File: src/rtl/fpadd_pipe_if.sv
// Operand/result handshake bundle for fpadd_pipe: operands in with valid/ready,
// rounded result and exception flags out with valid/ready.
interface fpadd_pipe_if #(
  parameter int EXP_W = 5,
  parameter int MAN_W = 10
) ();
  localparam int W = 1 + EXP_W + MAN_W;

  logic         in_valid;
  logic         in_ready;
  logic [W-1:0] oprA;
  logic [W-1:0] oprB;
  logic         op_sub;
  logic         out_valid;
  logic         out_ready;
  logic [W-1:0] Result;
  logic [3:0]   flags;

  modport slave (
    input  in_valid, oprA, oprB, op_sub, out_ready,
    output in_ready, out_valid, Result, flags
  );

  modport master (
    output in_valid, oprA, oprB, op_sub, out_ready,
    input  in_ready, out_valid, Result, flags
  );
endinterface

File: src/rtl/fpadd_pipe.sv
// Three-stage floating-point adder/subtractor (align, add, normalise/round) with
// round-to-nearest-even, flush-to-zero inputs and a single global stall.
module fpadd_pipe #(
  parameter int EXP_W = 5,
  parameter int MAN_W = 10
) (
  input  logic         clk,
  input  logic         rst,
  fpadd_pipe_if.slave  bus
);
  localparam int W    = 1 + EXP_W + MAN_W;
  localparam int BIAS = 2**(EXP_W-1) - 1;
  localparam int MW   = MAN_W + 4;        // hidden + fraction + guard/round/sticky
  localparam int SW   = MAN_W + 5;        // MW plus carry
  localparam int XW   = EXP_W + $clog2(SW) + 2;
  localparam int EMAX = 2**EXP_W - 1;

  logic adv;
  assign adv          = !bus.out_valid || bus.out_ready;
  assign bus.in_ready = adv;

  // ---------------- S1: unpack, compare, align ----------------
  logic               sa, sb, za, zb, inf_a, inf_b, nan_a, nan_b, a_big;
  logic [EXP_W-1:0]   ea, eb, e_big, e_small, diff;
  logic [MAN_W-1:0]   fa, fb;
  logic [MW-1:0]      ma, mb, m_big, m_small, m_align;

  assign sa    = bus.oprA[W-1];
  assign ea    = bus.oprA[W-2 -: EXP_W];
  assign fa    = bus.oprA[MAN_W-1:0];
  assign sb    = bus.oprB[W-1] ^ bus.op_sub;
  assign eb    = bus.oprB[W-2 -: EXP_W];
  assign fb    = bus.oprB[MAN_W-1:0];
  assign za    = (ea == '0);
  assign zb    = (eb == '0);
  assign inf_a = (ea == '1) && (fa == '0);
  assign inf_b = (eb == '1) && (fb == '0);
  assign nan_a = (ea == '1) && (fa != '0);
  assign nan_b = (eb == '1) && (fb != '0);
  assign ma    = za ? '0 : {1'b1, fa, 3'b000};
  assign mb    = zb ? '0 : {1'b1, fb, 3'b000};
  assign a_big = {ea, ma} >= {eb, mb};

  always_comb begin
    e_big   = a_big ? ea : eb;
    e_small = a_big ? eb : ea;
    m_big   = a_big ? ma : mb;
    m_small = a_big ? mb : ma;
    diff    = e_big - e_small;
    // Beyond MAN_W+3 positions the whole small operand lands below sticky.
    if (32'(diff) >= MAN_W + 3)
      m_align = {{(MW-1){1'b0}}, |m_small};
    else
      m_align = (m_small >> diff) |
                {{(MW-1){1'b0}}, |(m_small & ~({MW{1'b1}} << diff))};
  end

  logic             v1, nan1, inf1, infs1, sbig1, eff_sub1;
  logic [EXP_W-1:0] e1;
  logic [MW-1:0]    mbig1, msml1;

  always_ff @(posedge clk or posedge rst) begin
    if (rst) begin
      v1 <= 1'b0; nan1 <= 1'b0; inf1 <= 1'b0; infs1 <= 1'b0;
      sbig1 <= 1'b0; eff_sub1 <= 1'b0; e1 <= '0; mbig1 <= '0; msml1 <= '0;
    end else if (adv) begin
      v1       <= bus.in_valid;
      nan1     <= nan_a || nan_b || (inf_a && inf_b && (sa != sb));
      inf1     <= inf_a || inf_b;
      infs1    <= inf_a ? sa : sb;
      sbig1    <= a_big ? sa : sb;
      eff_sub1 <= (sa != sb);
      e1       <= e_big;
      mbig1    <= m_big;
      msml1    <= m_align;
    end
  end

  // ---------------- S2: signed mantissa add ----------------
  logic [SW-1:0]        sum;
  logic                 sum_sign;
  logic signed [XW-1:0] exp_unb;

  always_comb begin
    sum      = eff_sub1 ? ({1'b0, mbig1} - {1'b0, msml1})
                        : ({1'b0, mbig1} + {1'b0, msml1});
    // Exact cancellation rounds to +0; like-signed zeros keep their sign.
    sum_sign = (sum == '0 && eff_sub1) ? 1'b0 : sbig1;
    exp_unb  = $signed({{(XW-EXP_W){1'b0}}, e1}) - XW'(BIAS);
  end

  logic                 v2, nan2, inf2, infs2, sign2;
  logic signed [XW-1:0] exp2;
  logic [SW-1:0]        sum2;

  always_ff @(posedge clk or posedge rst) begin
    if (rst) begin
      v2 <= 1'b0; nan2 <= 1'b0; inf2 <= 1'b0; infs2 <= 1'b0;
      sign2 <= 1'b0; exp2 <= '0; sum2 <= '0;
    end else if (adv) begin
      v2    <= v1;
      nan2  <= nan1;
      inf2  <= inf1;
      infs2 <= infs1;
      sign2 <= sum_sign;
      exp2  <= exp_unb;
      sum2  <= sum;
    end
  end

  // ---------------- S3: normalise, round, pack ----------------
  function automatic int lead_one(input logic [SW-1:0] x);
    int p;
    p = 0;
    for (int i = 0; i < SW; i++)
      if (x[i]) p = i;
    return p;
  endfunction

  int                   lz;
  logic [MW-1:0]        norm;
  logic signed [XW-1:0] exp_n, exp_r;
  logic                 g, r, st, rnd, inexact;
  logic [MAN_W+1:0]     mr;
  logic [MAN_W-1:0]     frac_r;
  logic [W-1:0]         res;
  logic [3:0]           flg;

  always_comb begin
    lz = 0;
    if (sum2[SW-1]) begin
      norm  = {sum2[SW-1:2], sum2[1] | sum2[0]};
      exp_n = exp2 + XW'(1);
    end else begin
      lz    = MW - 1 - lead_one(sum2);
      norm  = sum2[MW-1:0] << lz;
      exp_n = exp2 - XW'(lz);
    end
    g       = norm[2];
    r       = norm[1];
    st      = norm[0];
    rnd     = g && (r || st || norm[3]);
    inexact = g || r || st;
    mr      = {1'b0, norm[MW-1:3]} + {{(MAN_W+1){1'b0}}, rnd};
    frac_r  = mr[MAN_W+1] ? mr[MAN_W:1] : mr[MAN_W-1:0];
    exp_r   = exp_n + XW'(BIAS) + $signed({{(XW-1){1'b0}}, mr[MAN_W+1]});
    res     = {sign2, exp_r[EXP_W-1:0], frac_r};
    flg     = {3'b000, inexact};
    if (nan2) begin
      res = {1'b0, {EXP_W{1'b1}}, 1'b1, {(MAN_W-1){1'b0}}};
      flg = 4'b1000;
    end else if (inf2) begin
      res = {infs2, {EXP_W{1'b1}}, {MAN_W{1'b0}}};
      flg = 4'b0000;
    end else if (sum2 == '0) begin
      res = {sign2, {(W-1){1'b0}}};
      flg = 4'b0000;
    end else if (exp_r >= $signed(XW'(EMAX))) begin
      res = {sign2, {EXP_W{1'b1}}, {MAN_W{1'b0}}};
      flg = 4'b0101;
    end else if (exp_r <= $signed(XW'(0))) begin
      res = {sign2, {(W-1){1'b0}}};
      flg = 4'b0011;
    end
  end

  logic         res_valid;
  logic [W-1:0] res_data;
  logic [3:0]   res_flags;

  always_ff @(posedge clk or posedge rst) begin
    if (rst) begin
      res_valid <= 1'b0;
      res_data  <= '0;
      res_flags <= '0;
    end else if (adv) begin
      res_valid <= v2;
      res_data  <= v2 ? res : '0;
      res_flags <= v2 ? flg : 4'b0000;
    end
  end

  assign bus.out_valid = res_valid;
  assign bus.Result    = res_data;
  assign bus.flags     = res_flags;
endmodule

File: src/flat_wrapper.sv
// flat-port wrapper written by rule: the top's interface ports become plain ports
module fpadd_pipe_flat 
#(
  parameter int EXP_W = 5,
  parameter int MAN_W = 10
)
  (clk, rst, bus_in_valid, bus_oprA, bus_oprB, bus_op_sub, bus_out_ready, bus_in_ready, bus_out_valid, bus_Result, bus_flags);
  fpadd_pipe_if #(.EXP_W(EXP_W), .MAN_W(MAN_W)) bus_i ();
  input  logic clk;
  input  logic rst;
  input wire logic [$bits(bus_i.in_valid)-1:0] bus_in_valid;
  input wire logic [$bits(bus_i.oprA)-1:0] bus_oprA;
  input wire logic [$bits(bus_i.oprB)-1:0] bus_oprB;
  input wire logic [$bits(bus_i.op_sub)-1:0] bus_op_sub;
  input wire logic [$bits(bus_i.out_ready)-1:0] bus_out_ready;
  output wire logic [$bits(bus_i.in_ready)-1:0] bus_in_ready;
  output wire logic [$bits(bus_i.out_valid)-1:0] bus_out_valid;
  output wire logic [$bits(bus_i.Result)-1:0] bus_Result;
  output wire logic [$bits(bus_i.flags)-1:0] bus_flags;
  assign bus_i.in_valid = bus_in_valid;
  assign bus_i.oprA = bus_oprA;
  assign bus_i.oprB = bus_oprB;
  assign bus_i.op_sub = bus_op_sub;
  assign bus_i.out_ready = bus_out_ready;
  assign bus_in_ready = bus_i.in_ready;
  assign bus_out_valid = bus_i.out_valid;
  assign bus_Result = bus_i.Result;
  assign bus_flags = bus_i.flags;
  fpadd_pipe #(.EXP_W(EXP_W), .MAN_W(MAN_W)) u_core (.clk(clk), .rst(rst), .bus(bus_i));
endmodule
File: config.mk
export PLATFORM = sky130hd
export DESIGN_NAME = fpadd_pipe_flat
export DESIGN_NICKNAME = d
export VERILOG_FILES = /design/src/rtl/fpadd_pipe_if.sv /design/src/rtl/fpadd_pipe.sv /design/src/flat_wrapper.sv
export SDC_FILE = /design/constraint.sdc
export NUM_CORES = 1
export LEC_CHECK = 0
export CAP_MARGIN = 20
export CELL_PAD_IN_SITES_DETAIL_PLACEMENT = 0
export CELL_PAD_IN_SITES_GLOBAL_PLACEMENT = 1
export CORE_MARGIN = 2
export CORE_UTILIZATION = 49
export DETAILED_ROUTE_END_ITERATION = 6
export MAX_ROUTING_LAYER = met4
export PLACE_DENSITY_LB_ADDON = 0.1
export RECOVER_POWER = 50
export REMOVE_ABC_BUFFERS = 1
export SLEW_MARGIN = 5
export SYNTH_ARGS = -nofsm -noshare
export SYNTH_HDL_FRONTEND = slang
export SYNTH_SLANG_ARGS = --single-unit
File: constraint.sdc
create_clock -name clk -period 10.5 [get_ports clk]
set_input_delay 2.1 -clock clk [delete_from_list [all_inputs] [get_ports clk]]
set_output_delay 2.1 -clock clk [all_outputs]
set_load 0.005 [all_outputs]
==> flow_summary.yaml, run 1 <==
sta:
  period_minus_slack_ps: 7650
  finalHoldViolCount: 0
  slew_headroom_pct: -132
  setup_tns_ps: 0
  finalCritPeriodShare_pct: 72.8
  fin_skew_ps: 12.4
  finalSetupViolCount: 0
  tightest_slew_ps: 3480
  rsz0062_at_grt: "no"
  fmax_mhz: 131
  maxSlewViolCount: 97
die:
  fp.dieH_um: 133
  core.rowCount: 47
  ios: 59
  die_area_um2: 17800
  initial_utilization_pct: 49.9
  core_area_um2: 16500
  die_w_um: 133
min_path:
  hp-class: "reg -> reg"
  worstHoldStart: "u_core.bus.Result[2]"
global_routing:
  grt_pass1_vias: 7235
  grt-ovfl-total: 0
  grt_pass1_wl_mm: 38.4
  grt_util_all_layers_pct: 27.8
  antenna_found_initial: 0
  grt_max_degree: 79
route:
  ant_nets: 0
  drtIter0Drc: 688
  route.detailed.drc: 0
  firstDrtPassIters: 5
  routed_wirelength_mm: 23.2
  route.vias.total: 7755
  viasPerCell: 6.02
  wl_per_cell_um: 18.0
pwr:
  power_mw: 3.32
  p_sw_mw: 1.67
  peakVddDrop_uv: 189
  power.leakage_nw: 3.97
  p_comb_share_pct: 72.0
  switching_share_pct: 50.1
  pwr-share-clk_pct: 11.4
  internal_power_mw: 1.66
  pwr-share-seq_pct: 16.6
  power_density_nw_per_um2: 359
worst_setup_path:
  timing.rr.start: "u_core.sum2[4]"
  arrival_ps: 7830
  cp-start-kind: "input pin"
  crit_chain: "clkdlybuf4s50_1 > nor3_1 > nand2_1 > nand2_1 > inv_1 > ha_1 > nand4_1 > o221a_2 > a211o_1 > a21oi_2 > nor3_1 > a22oi_1 > ha_1 > or3_1 > a21oi_1 > a2111oi_0 > nand2_1 > buf_4 > a221o_1 > a2111oi_0 > a221oi_1"
  cp-startpoint: "bus_oprA[11]"
  crit_fanout: 23
  cpMostUsedCell: "nand2_1"
  crit_required_ps: 10690
  slowest_stage: "a2111oi_0"
  critPathMaxStageDelay_ps: 740
  crit_type: "in -> reg"
  cp-end-kind: "register"
logic_synthesis:
  ys_ff_latch: 83
  synth.largest_area_cell: "dfrtp_1"
  synthTopCellsByCount: "nand2_1, nor2_1, dfrtp_1"
  netlist_top_cells_area: "dfrtp_1, ha_1, nand2_1, o21ai_0, nor2_1"
  ys_seq_area_share_pct: 25.3
  syn_area_um2: 8220
  synth_largest_type_area_fraction_pct: 25.3
  yosysWarnings: 0
  synthMostInstantiatedCell: "nand2_1"
  avgSynthCellArea_um2: 7.92
  synth_flop_cell: "dfrtp_1"
  syn_inst: 1038
  synth_cell_types: 99
  async_reset_ff_share_pct: 100
  synth_edf_count: 0
cts:
  cts_inserted_buffers: 9
  clkTransAtPathRegs_ps: 70
  htreeDepth: 3
  cts_resized: 0
  clockBufferDepth: 2
  cts_tree: "yes"
  clk_latency_ps: 350
  postCtsSetupBuffers: 0
  root_buffer: "clkbuf_16"
  cts.sinks: 83
  postCtsHoldBufs: 0
layout:
  finish.net_count: 1149
  final_cell_count_no_fill: 1288
  area_growth_pct: 12.8
  antenna_cells: 0
  drive_gt1_share_pct: 7.40
  nFillCells: 1585
  fin_util_pct: 56.3
outcome:
  violations: "max-capacitance violations, max-slew violations"
  status: "finished, violations left"
placed_design:
  dp_hpwl_mm: 18.0
  io_buffers: 58
  dp_cells: 1272
  gp_congestion: 0.951
flow_run:
  cap_violations: 2
sequential cells by signal (all words and copies together), names as in the netlist, 4 cells and up:
register,flops
u_core.sum2,15
u_core.e1,5
u_core.exp2,6
u_core.bus.flags,4
u_core.bus.Result,16
u_core.msml1,14
u_core.mbig1,11
power by group through the flow:
| stage | sequential [mW] | combinational [mW] | clock (mW) |
|---|---|---|---|
| 6_report | 0.553 | 2.39 | 0.378 |
| 5_1_grt | 0.570 | 2.67 | 0.397 |
| 4_1_cts | 0.553 | 2.39 | 0.385 |
| 3_5_place_dp | 0.558 | 2.38 | 0 |
| 3_3_place_gp | 0.557 | 2.38 | 0 |
| 2_1_floorplan | 0.533 | 1.86 | 0 |
worst max-delay path, delay by kind of cell:
kind,cells,cell delay [ps]
AOI/OAI and AO/OA,9,2890
and+or+nand+nor,7,1330
adders and majority gates,2,560
buffers and inverters,3,940
path summary, 6_finish.rpt:
path / endpoint / slack (ps) / cells after the start
max in group asynchronous: u_core.sbig1 / 4360 / 3
hold reg to reg: u_core.bus.Result[2] / 470 / 2
min in group asynchronous: u_core.sum2[4] / 2370 / 2
setup reg to reg: u_core.bus.Result[1] / 3220 / 21
hold / removal: u_core.bus.Result[2] / 470 / 2
setup / recovery: u_core.msml1[0] / 2850 / 21
stage by stage:
step | hold slack, ps | cell area [um2] | setup WS, ps
final | 468 | 9270 | 2850
after global routing | 503 | 9270 | 2210
after CTS | 473 | 9280 | 2890
after detailed placement | 457 | 8930 | 2520
after global placement | 454 | 8930 | 2610
after floorplan | 438 | 8000 | 1430
layout make-up:
| type | count | area [um2] | area share (%) |
|---|---|---|---|
| Inverter | 54 | 204 | 2.20 |
| Timing Repair Buffer | 67 | 644 | 6.95 |
| Multi-Input combinational cell | 848 | 5720 | 61.7 |
| Clock buffer | 10 | 239 | 2.58 |
| Clock inverter | 6 | 111 | 1.20 |
| Tap cell | 220 | 275 | 2.97 |
| Sequential cell | 83 | 2080 | 22.4 |
metal layers:
metal / up-vias / track usage (%) / routed length, um
met3: 34 / 3.46 / 937
met1: 3595 / 35.8 / 10400
met5: - / - / 0
met4: 0 / 8.04 / 505
li1: 3894 / - / -
met2: 232 / 46.2 / 11300
kinds of logic after synthesis:
group / Yosys count / synth area share [%]
mux: 42 / 6.93
xor+xnor: 44 / 4.69
buf+inv: 107 / 5.13
flops: 83 / 25.3
simple gates: 408 / 24.5
compound gates: 305 / 25.9
fa+ha+maj: 49 / 7.55
layout by cell type, fill, tap and decap left out, types with 9 or more instances in the layout:
master / count
o211ai_1: 18
o31ai_1: 18
nand2_1: 137
clkbuf_16: 9
or3_1: 9
mux2i_1: 25
xnor2_1: 34
a211oi_1: 16
inv_1: 51
mux4_2: 11
nor2_1: 89
nor3_1: 40
and3_1: 10
dlygate4sd3_1: 22
nor4_1: 13
xor2_1: 10
a22o_1: 9
a21oi_1: 58
nand2b_1: 15
dfrtp_1: 83
ha_1: 48
nand3_1: 37
o21a_1: 12
o21ai_0: 69
clkdlybuf4s50_1: 36
(Power assumes the default switching activity.)
==> run 2: changes to the inputs <==
--- a/config.mk
+++ b/config.mk
@@ -9,7 +9,7 @@
 export CELL_PAD_IN_SITES_DETAIL_PLACEMENT = 0
 export CELL_PAD_IN_SITES_GLOBAL_PLACEMENT = 1
 export CORE_MARGIN = 2
-export CORE_UTILIZATION = 49
+export CORE_UTILIZATION = 46
 export DETAILED_ROUTE_END_ITERATION = 6
 export MAX_ROUTING_LAYER = met4
 export PLACE_DENSITY_LB_ADDON = 0.1
==> constraint.sdc (replaced) <==
create_clock -name clk -period 7.6 [get_ports clk]
set_input_delay 1.52 -clock clk [delete_from_list [all_inputs] [get_ports clk]]
set_output_delay 1.52 -clock clk [all_outputs]
set_load 0.005 [all_outputs]
==> flow_summary.yaml, run 2 (synthesis gave the netlist of run 1 again) <==
outcome:
  status: "finished, violations left"
  violations: "max-capacitance violations, max-slew violations"
global_routing:
  grt_util_all_layers_pct: 26.5
  antenna_found_initial: 0
  grt_pass1_wl_mm: 38.2
  grt_pass1_vias: 7219
  grt-ovfl-total: 0
  grt_max_degree: 78
route:
  ant_nets: 0
  wl_per_cell_um: 18.1
  route.vias.total: 7772
  routed_wirelength_mm: 23.5
  firstDrtPassIters: 5
  drtIter0Drc: 468
  route.detailed.drc: 0
  viasPerCell: 5.99
die:
  ios: 59
  core_area_um2: 17400
  die_area_um2: 18900
  die_w_um: 138
  core.rowCount: 48
  initial_utilization_pct: 47.3
  fp.dieH_um: 138
worst_setup_path:
  regToRegEndpoint: "u_core.bus.Result[1]"
  cp-start-kind: "input pin"
  timing.rr.start: "u_core.sum2[5]"
  cp-end-kind: "register"
  crit_fanout: 21
  ff2ff_path_depth: 21
  crit_required_ps: 7780
  arrival_ps: 7260
  r2r_slack_ps: 580
  crit_type: "in -> reg"
min_path:
  worstHoldStart: "u_core.bus.Result[5]"
  whs_endpoint: "u_core.bus.Result[5]"
  min_path_cells: 2
  hp-class: "reg -> reg"
flow_run:
  cap_violations: 3
pwr:
  power.leakage_nw: 4.00
  power_mw: 4.59
  power_density_nw_per_um2: 494
  peakVddDrop_uv: 349
cts:
  root_buffer: "clkbuf_16"
  cts_inserted_buffers: 9
  cts_tree: "yes"
  cts.sinks: 83
  clk_latency_ps: 340
  clockBufferDepth: 2
  postCtsHoldBufs: 0
  clkTransAtPathRegs_ps: 70
  cts_resized: 0
  htreeDepth: 3
  postCtsSetupBuffers: 0
sta:
  finalCritPeriodShare_pct: 93.1
  finalSetupViolCount: 0
  layout_setup_ws_ps: 526
  setup_tns_ps: 0
  tightest_slew_ps: 2610
  rsz0062_at_grt: "no"
  fmax_mhz: 141
  fin_skew_ps: 7.34
  period_minus_slack_ps: 7070
  finalHoldViolCount: 0
  holdWs_ps: 471
  maxSlewViolCount: 119
  slew_headroom_pct: -74.3
placed_design:
  io_buffers: 58
  gp_congestion: 0.942
  pre_cts_slack_ps: 273
  dp_hpwl_mm: 18.5
layout:
  area_growth_pct: 13.1
  fin_util_pct: 53.6
  antenna_cells: 0
  final_common_cell: "nand2_1"
  drive_gt1_share_pct: 7.83
  finish.net_count: 1155
  final_cell_mix: "nand2_1, nor2_1, dfrtp_1"
  largest_reg_flops: 16
## run 2: power by group
group / internal, mW / total (mW) / switching (mW)
combinational: 1.39 / 3.34 / 1.95
sequential: 0.581 / 0.769 / 0.187
clock: 0.304 / 0.486 / 0.181
## run 2: layout make-up
class                   instances  area, um2
repair buffers                 73        689
multi-input cells             848       5720
clock inverters                 4       73.8
well taps                     225        282
inverters                      54        204
flip-flops and latches         83       2080
fillers                      1691       8060
clock buffers                  11        253
## run 2: critical path: stages
cell and delay (ps):
clkdlybuf4s50_1 400, buf_4 170, nor3_1 180, nand2_1 320, nand2_1 310, inv_1 90, ha_1 300, a21oi_1 80
o221a_2 270, a211o_1 310, a21oi_2 310, nor3_1 110, a22oi_1 230, ha_1 270, or3_1 150, a21oi_1 60
a2111oi_0 840, nand2_1 190, buf_4 260, nor3b_1 160, a2111oi_0 550, a221oi_1 150
## run 2: how the worst max path moves through the flow
| stage | start | endpoint | cells past startpoint |
|---|---|---|---|
| 4_1_cts | bus_oprA[11] | u_core.msml1[0] | 22 |
| 6_report | bus_oprA[11] | u_core.msml1[0] | 22 |
| 3_3_place_gp | bus_oprA[11] | u_core.msml1[0] | 22 |
| 5_1_grt | bus_oprA[11] | u_core.msml1[0] | 23 |
| 2_1_floorplan | bus_out_ready | u_core.bus.Result[0] | 6 |
| 3_5_place_dp | bus_oprA[11] | u_core.msml1[0] | 22 |
## run 2: stage by stage
stage,instance area [um2],cells
finish,9300,1298
global route,9300,1298
CTS,9310,1298
detailed placement,8980,1283
global placement,8980,1283
floorplan,8000,985
## run 2: routing by layer
| layer | wire (um) | track usage (%) | part of all wire, % |
|---|---|---|---|
| met5 | 0 | - | 0 |
| met4 | 449 | 7.10 | 1.9 |
| met3 | 947 | 2.83 | 4.0 |
| met2 | 11600 | 45.1 | 49 |
| met1 | 10500 | 33.6 | 45 |
